===== src/rtl/sisc_pkg.sv =====
// Shared SISC definitions: opcode constants, default widths and the fetch state encoding.
package sisc_pkg;

    localparam int WIDTH_DEF    = 32;
    localparam int ADDRSIZE_DEF = 12;

    localparam logic [3:0] OP_NOP = 4'b0000;
    localparam logic [3:0] OP_LD  = 4'b0001;
    localparam logic [3:0] OP_STR = 4'b0010;
    localparam logic [3:0] OP_ADD = 4'b0011;
    localparam logic [3:0] OP_MUL = 4'b0100;
    localparam logic [3:0] OP_CMP = 4'b0101;
    localparam logic [3:0] OP_XSR = 4'b0110;
    localparam logic [3:0] OP_SHF = 4'b0111;
    localparam logic [3:0] OP_JMP = 4'b1000;
    localparam logic [3:0] OP_HLT = 4'b1001;

    typedef enum logic {
        FETCH   = 1'b0,
        STOPPED = 1'b1
    } fetch_state_e;

endpackage


===== src/rtl/sisc_fetch_fifo.sv =====
// Prefetch FIFO holding {pc, word} pairs; flush clears it, push and pop may coincide.
module sisc_fetch_fifo #(
    parameter int WIDTH    = 32,
    parameter int ADDRSIZE = 12,
    parameter int DEPTH    = 4,
    localparam int CW      = $clog2(DEPTH + 1),
    localparam int PW      = $clog2(DEPTH)
) (
    input  logic                clk,
    input  logic                reset,
    input  logic                flush,
    input  logic                push,
    input  logic [ADDRSIZE-1:0] push_pc,
    input  logic [WIDTH-1:0]    push_word,
    input  logic                pop,
    output logic [ADDRSIZE-1:0] head_pc,
    output logic [WIDTH-1:0]    head_word,
    output logic [CW-1:0]       count,
    output logic                full,
    output logic                empty
);

    logic [WIDTH-1:0]    word_mem_q [DEPTH];
    logic [WIDTH-1:0]    word_mem_d [DEPTH];
    logic [ADDRSIZE-1:0] pc_mem_q   [DEPTH];
    logic [ADDRSIZE-1:0] pc_mem_d   [DEPTH];
    logic [PW-1:0]       rd_ptr_q, rd_ptr_d, wr_ptr_q, wr_ptr_d;
    logic [CW-1:0]       count_q, count_d;

    always_comb begin
        word_mem_d = word_mem_q;
        pc_mem_d   = pc_mem_q;
        rd_ptr_d   = rd_ptr_q;
        wr_ptr_d   = wr_ptr_q;
        count_d    = count_q;
        if (flush) begin
            rd_ptr_d = '0;
            wr_ptr_d = '0;
            count_d  = '0;
        end else begin
            if (push) begin
                word_mem_d[wr_ptr_q] = push_word;
                pc_mem_d[wr_ptr_q]   = push_pc;
                wr_ptr_d             = wr_ptr_q + PW'(1);
            end
            if (pop) rd_ptr_d = rd_ptr_q + PW'(1);
            count_d = count_q + CW'(push) - CW'(pop);
        end
    end

    // Storage is reset too so the head reads zero out of reset.
    always_ff @(posedge clk or posedge reset) begin
        if (reset) begin
            for (int i = 0; i < DEPTH; i++) begin
                word_mem_q[i] <= '0;
                pc_mem_q[i]   <= '0;
            end
            rd_ptr_q <= '0;
            wr_ptr_q <= '0;
            count_q  <= '0;
        end else begin
            word_mem_q <= word_mem_d;
            pc_mem_q   <= pc_mem_d;
            rd_ptr_q   <= rd_ptr_d;
            wr_ptr_q   <= wr_ptr_d;
            count_q    <= count_d;
        end
    end

    assign head_pc   = pc_mem_q[rd_ptr_q];
    assign head_word = word_mem_q[rd_ptr_q];
    assign count     = count_q;
    assign full      = (count_q == CW'(DEPTH));
    assign empty     = (count_q == '0);

endmodule


===== src/rtl/sisc_fetch_unit.sv =====
// SISC instruction fetch: PC, in-order memory reads, PC tag queue, drop accounting and FSM.
// Define SISC_FETCH_PREDECODE_EN to stop fetching when an HLT word is enqueued.
module sisc_fetch_unit
    import sisc_pkg::*;
#(
    parameter int                 WIDTH    = WIDTH_DEF,
    parameter int                 ADDRSIZE = ADDRSIZE_DEF,
    parameter int                 DEPTH    = 4,
    parameter logic [ADDRSIZE-1:0] RESET_PC = '0
) (
    input  logic                clk,
    input  logic                reset,
    output logic                mem_req,
    output logic [ADDRSIZE-1:0] mem_addr,
    input  logic                mem_rvalid,
    input  logic [WIDTH-1:0]    mem_rdata,
    output logic                ir_valid,
    input  logic                ir_ready,
    output logic [WIDTH-1:0]    ir_data,
    output logic [ADDRSIZE-1:0] ir_pc,
    input  logic                br_taken,
    input  logic [ADDRSIZE-1:0] br_target,
    input  logic                halt,
    output logic                stopped
);

    localparam int CW = $clog2(DEPTH + 1);
    localparam int PW = $clog2(DEPTH);
    localparam int SW = CW + 2;

    fetch_state_e        state_q, state_d;
    logic [ADDRSIZE-1:0] pc_q, pc_d;
    logic [CW-1:0]       infl_q, infl_d, drop_q, drop_d;
    logic [ADDRSIZE-1:0] tag_mem_q [DEPTH];
    logic [ADDRSIZE-1:0] tag_mem_d [DEPTH];
    logic [PW-1:0]       tag_wr_q, tag_wr_d, tag_rd_q, tag_rd_d;

    logic [CW-1:0] count;
    logic          full, empty;
    logic          rsp_drop, rsp_keep, push, pop, hlt_enq;
    logic [SW-1:0] occ;

    assign rsp_drop = mem_rvalid & (drop_q != '0);
    assign rsp_keep = mem_rvalid & (drop_q == '0);
    assign occ      = SW'(count) + SW'(infl_q) + SW'(drop_q);
    assign mem_req  = !reset && (state_q == FETCH) && !br_taken && (occ < SW'(DEPTH));
    assign push     = rsp_keep & !br_taken & !full;
    assign pop      = !empty & ir_ready & !br_taken;

`ifdef SISC_FETCH_PREDECODE_EN
    assign hlt_enq = push && (mem_rdata[31:28] == OP_HLT);
`else
    assign hlt_enq = 1'b0;
`endif

    always_comb begin
        state_d   = state_q;
        pc_d      = pc_q;
        tag_mem_d = tag_mem_q;
        tag_wr_d  = tag_wr_q;
        tag_rd_d  = tag_rd_q;
        infl_d    = infl_q + CW'(mem_req) - CW'(rsp_keep);
        drop_d    = drop_q - CW'(rsp_drop);
        if (mem_req) begin
            tag_mem_d[tag_wr_q] = pc_q;
            tag_wr_d            = tag_wr_q + PW'(1);
            pc_d                = pc_q + ADDRSIZE'(1);
        end
        // Dropped responses still retire their tag so the queue stays aligned.
        if (mem_rvalid) tag_rd_d = tag_rd_q + PW'(1);
        if (br_taken) begin
            pc_d    = br_target;
            drop_d  = drop_q - CW'(rsp_drop) + infl_q - CW'(rsp_keep);
            infl_d  = '0;
            state_d = halt ? STOPPED : FETCH;
        end else if (state_q == FETCH && (halt || hlt_enq)) begin
            state_d = STOPPED;
        end
    end

    always_ff @(posedge clk or posedge reset) begin
        if (reset) begin
            state_q  <= FETCH;
            pc_q     <= RESET_PC;
            infl_q   <= '0;
            drop_q   <= '0;
            tag_wr_q <= '0;
            tag_rd_q <= '0;
            for (int i = 0; i < DEPTH; i++) tag_mem_q[i] <= '0;
        end else begin
            state_q   <= state_d;
            pc_q      <= pc_d;
            infl_q    <= infl_d;
            drop_q    <= drop_d;
            tag_wr_q  <= tag_wr_d;
            tag_rd_q  <= tag_rd_d;
            tag_mem_q <= tag_mem_d;
        end
    end

    sisc_fetch_fifo #(
        .WIDTH    (WIDTH),
        .ADDRSIZE (ADDRSIZE),
        .DEPTH    (DEPTH)
    ) u_fifo (
        .clk       (clk),
        .reset     (reset),
        .flush     (br_taken),
        .push      (push),
        .push_pc   (tag_mem_q[tag_rd_q]),
        .push_word (mem_rdata),
        .pop       (pop),
        .head_pc   (ir_pc),
        .head_word (ir_data),
        .count     (count),
        .full      (full),
        .empty     (empty)
    );

    assign mem_addr = pc_q;
    assign ir_valid = !empty;
    assign stopped  = (state_q == STOPPED);

endmodule


===== config.mk =====
export PLATFORM = sky130hd
export DESIGN_NAME = sisc_fetch_unit
export DESIGN_NICKNAME = d
export VERILOG_FILES = /design/src/rtl/sisc_pkg.sv /design/src/rtl/sisc_fetch_fifo.sv /design/src/rtl/sisc_fetch_unit.sv
export SDC_FILE = /design/constraint.sdc
export NUM_CORES = 1
export LEC_CHECK = 0
export ABC_AREA = 1
export CAP_MARGIN = 30
export CELL_PAD_IN_SITES_DETAIL_PLACEMENT = 1
export CELL_PAD_IN_SITES_GLOBAL_PLACEMENT = 1
export CORE_MARGIN = 4
export CORE_UTILIZATION = 39
export CTS_BUF_LIST = sky130_fd_sc_hd__clkbuf_16
export CTS_CLUSTER_SIZE = 16
export DETAILED_ROUTE_END_ITERATION = 8
export PLACE_DENSITY = 0.78
export SYNTH_ARGS = -nofsm -noshare
export SYNTH_HDL_FRONTEND = slang
export SYNTH_SLANG_ARGS = --single-unit

===== constraint.sdc =====
create_clock -name clk -period 7.64 [get_ports clk]
set_input_delay 0.764 -clock clk [delete_from_list [all_inputs] [get_ports clk]]
set_output_delay 0.764 -clock clk [all_outputs]
set_load 0.005 [all_outputs]

==> qor.txt <==
Critical path class - reg -> out
# hold bufs at CTS - 0
Die height - 181 um
WP data required - 6.88 ns
First-pass GRT wire length - 54300 um
Crit Path Max Fanout - 11
Layout cell share with drive strength beyond 1 - 4.10%
Cell count after synthesis - 1399
Setup ws final - 3.64 ns
Top achievable clock speed - 0.250 GHz
Comb power frac - 35.8%
Commonest cells after routing, fill and taps aside - 390 x nand2_1, 283 x o21ai_0, 253 x dfrtp_1
Remaining Overflow, GRT - 0
Largest net degree at the start of global routing - 137
Wire per inst - 17.4 um
Worst path buffer plus inverter count - 4
Switching Fraction - 35.8%
CP peak stage delay - 0.52 ns
Cell Chain, Critical Path - inv_1 -> fa_1 -> a21oi_1 -> fa_1 -> inv_1 -> nand4_1 -> a21oi_1 -> buf_4 -> clkdlybuf4s50_1
PnR Total Power - 0.00497 W
Commonest non-fill, non-tap cell in the layout - nand2_1
Setup Viol. Count Final - 0
Final #Nets - 1539
Buffers added on ports - 108
I/O pins - 109
Antenna viol nets, final - 0
Pre-Repair DR Iteration Count - 5
Initial antenna violation count - 0
P_int - 0.00319 W
Sequential power share - 38.6%
Via density - 5.21
Total number of vias - 9776
Crit-path leading delay family - buffers and inverters
Final hold violations - 0
Gates resized, CTS repair - 0
CP Capture Type - output pin
Place WS - 3.85 ns
Slowest-stage cell, CP - clkdlybuf4s50_1
RSZ-0062 raised after global routing - no
Non-filler cells, final - 1877
Clk_lat worst skew - 0.54 ns
Clk_skew - 0.0156 ns
Mean post-synth cell area - 8.33 um^2
Number of cell rows - 63
Vias in the first global route - 10.4k
Mapped Area - 11700 um^2
H-tree depth - 1
Syn nets - 1474
Register area share after synthesis - 54.5%
Drc violations - 0
Tcrit/Tclk final - 52.4%
# diodes - 0
Clk sinks - 254
Setup TNS - 0 ns
Status - complete, no violations
Psw - 0.00178 W
Tot GR Track Use - 19.8%
Max-cap viol count - 0
Synthesis warning total - 0
Root Buffer - clkbuf_16
P_leak - 6.73 nW
Clk slew on worst S/H paths - 0.06 ns
DRT iter0 DRCs - 566
Tmin final - 4.00 ns
Worst-Margin Slew - 0.969 ns
PD cells - 359 nW/um^2
Maximum VDD drop - 216 uV
Setup bufs post-CTS - 0
Yosys cell types - 26
Detailed Place HPWL - 20000 um
CP Launch Type - flop
Worst hold path type - reg -> reg
CTS tree - yes
Power share of the clock group - 25.5%
Core box area - 29600 um^2
Die Footprint - 32700 um^2
Critical path arrival - 3.24 ns
Clock Tree Buf Depth - 3
P&R area growth vs syn - 18.7%
Fin. max-slew vios - 0
Reg2reg setup slack - 4.33 ns
Inst Count DP - 1823
Initial Util - 39.4%
Slew headroom - 35.2%
Synthesis-stage register bit count - 254
GPL Wtd Cong - 0.778
TritonCTS Buffers - 29
Die span in x - 181 um
Final WL - 32700 um
## state kept, by name, indices dropped and copies added (netlist names)
name and cells:
u_fifo.word_mem_q 128, tag_mem_q 48, u_fifo.pc_mem_q 48, mem_addr 12, drop_q 3, infl_q 3
u_fifo.count 3, tag_rd_q 2, tag_wr_q 2, u_fifo.rd_ptr_q 2, u_fifo.wr_ptr_q 2, stopped 1
## area by class of cell
class                      count  area [um^2]
clock buffer                  29          726
clock inverter                25          141
fill                        3458        15700
inverter                      91          345
multi-input combinational    968         4600
sequential                   254         6360
tap                          390          488
timing repair buffer         120         1180
## kinds of logic (layout without fill, tap and decap cells)
family                     Yosys count  count (layout)  share of synthesized area (%)
AOI/OAI and AO/OA                  358             358                           16.0
muxes                                1               1                         0.0859
adders and majority gates           25              25                           3.07
and+or+nand+nor                    568             568                           19.1
buffers and inverters              177             265                           6.02
DFF                                254             254                           54.5
xor gates and xnor gates            16              16                           1.20
## worst register-to-register path, delay by kind of cell (launching register included)
family | cells | cell delay (ns)
flops | 1 | 0.41
simple gates | 2 | 0.83
buf+inv | 3 | 0.41
compound gates | 2 | 0.65
fa+ha+maj | 2 | 0.90
## per-stage QoR
| stage | util, % | hold WS, ns | area (um^2) |
|---|---|---|---|
| finish | 46.8 | 0.477 | 13800 |
| global route | 46.8 | 0.496 | 13800 |
| CTS | 46.8 | 0.477 | 13800 |
| detailed placement | 43.9 | 0.462 | 13000 |
| global placement | 43.9 | 0.460 | 13000 |
| floorplan | - | 0.444 | 11700 |
## Yosys cell counts, drive strengths merged
cell type / n / area [um^2]
a21o: 1 / 7.51
a21oi: 4 / 20.0
a31oi: 1 / 6.26
buf: 31 / 154
clkbuf: 55 / 206
clkinv: 2 / 7.51
dfrtp: 254 / 6360
fa: 6 / 120
ha: 19 / 238
inv: 89 / 334
mux2i: 1 / 10.0
nand2: 394 / 1490
nand3: 35 / 175
nand4: 6 / 43.8
nor2: 130 / 488
nor3: 3 / 26.3
o21ai: 296 / 1480
o22ai: 56 / 350
xnor2: 3 / 26.3
xor2: 13 / 114
## power by group through the flow
stage	registers [W]	clock network, W	logic [W]
2_1_floorplan	0.00183	0	0.00107
3_3_place_gp	0.00192	0	0.00175
3_5_place_dp	0.00194	0	0.00180
4_1_cts	0.00192	0.00130	0.00182
5_1_grt	0.00196	0.00137	0.00201
6_report	0.00192	0.00127	0.00178
## metal layers
layer  share of wire [%]  vias to the layer above  track usage (%)
met5                   0                        -                0
met4                 1.3                        0             3.42
met3                 4.3                       37             2.92
met2                  49                      203             34.7
met1                  45                     4852             26.5
li1                    -                     4684                -
## final timing paths
kind,start,to,cells past startpoint
worst max register to register,u_fifo.count[1],tag_mem_q[6],9
worst max-delay path,u_fifo.count[1],mem_req,9
max in group asynchronous,reset,tag_mem_q[41],4
min in group asynchronous,reset,infl_q[0],2
worst min register to register,u_fifo.pc_mem_q[31],u_fifo.pc_mem_q[31],2
worst min-delay path,u_fifo.pc_mem_q[31],u_fifo.pc_mem_q[31],2
Power figures use the tool's default switching activity.
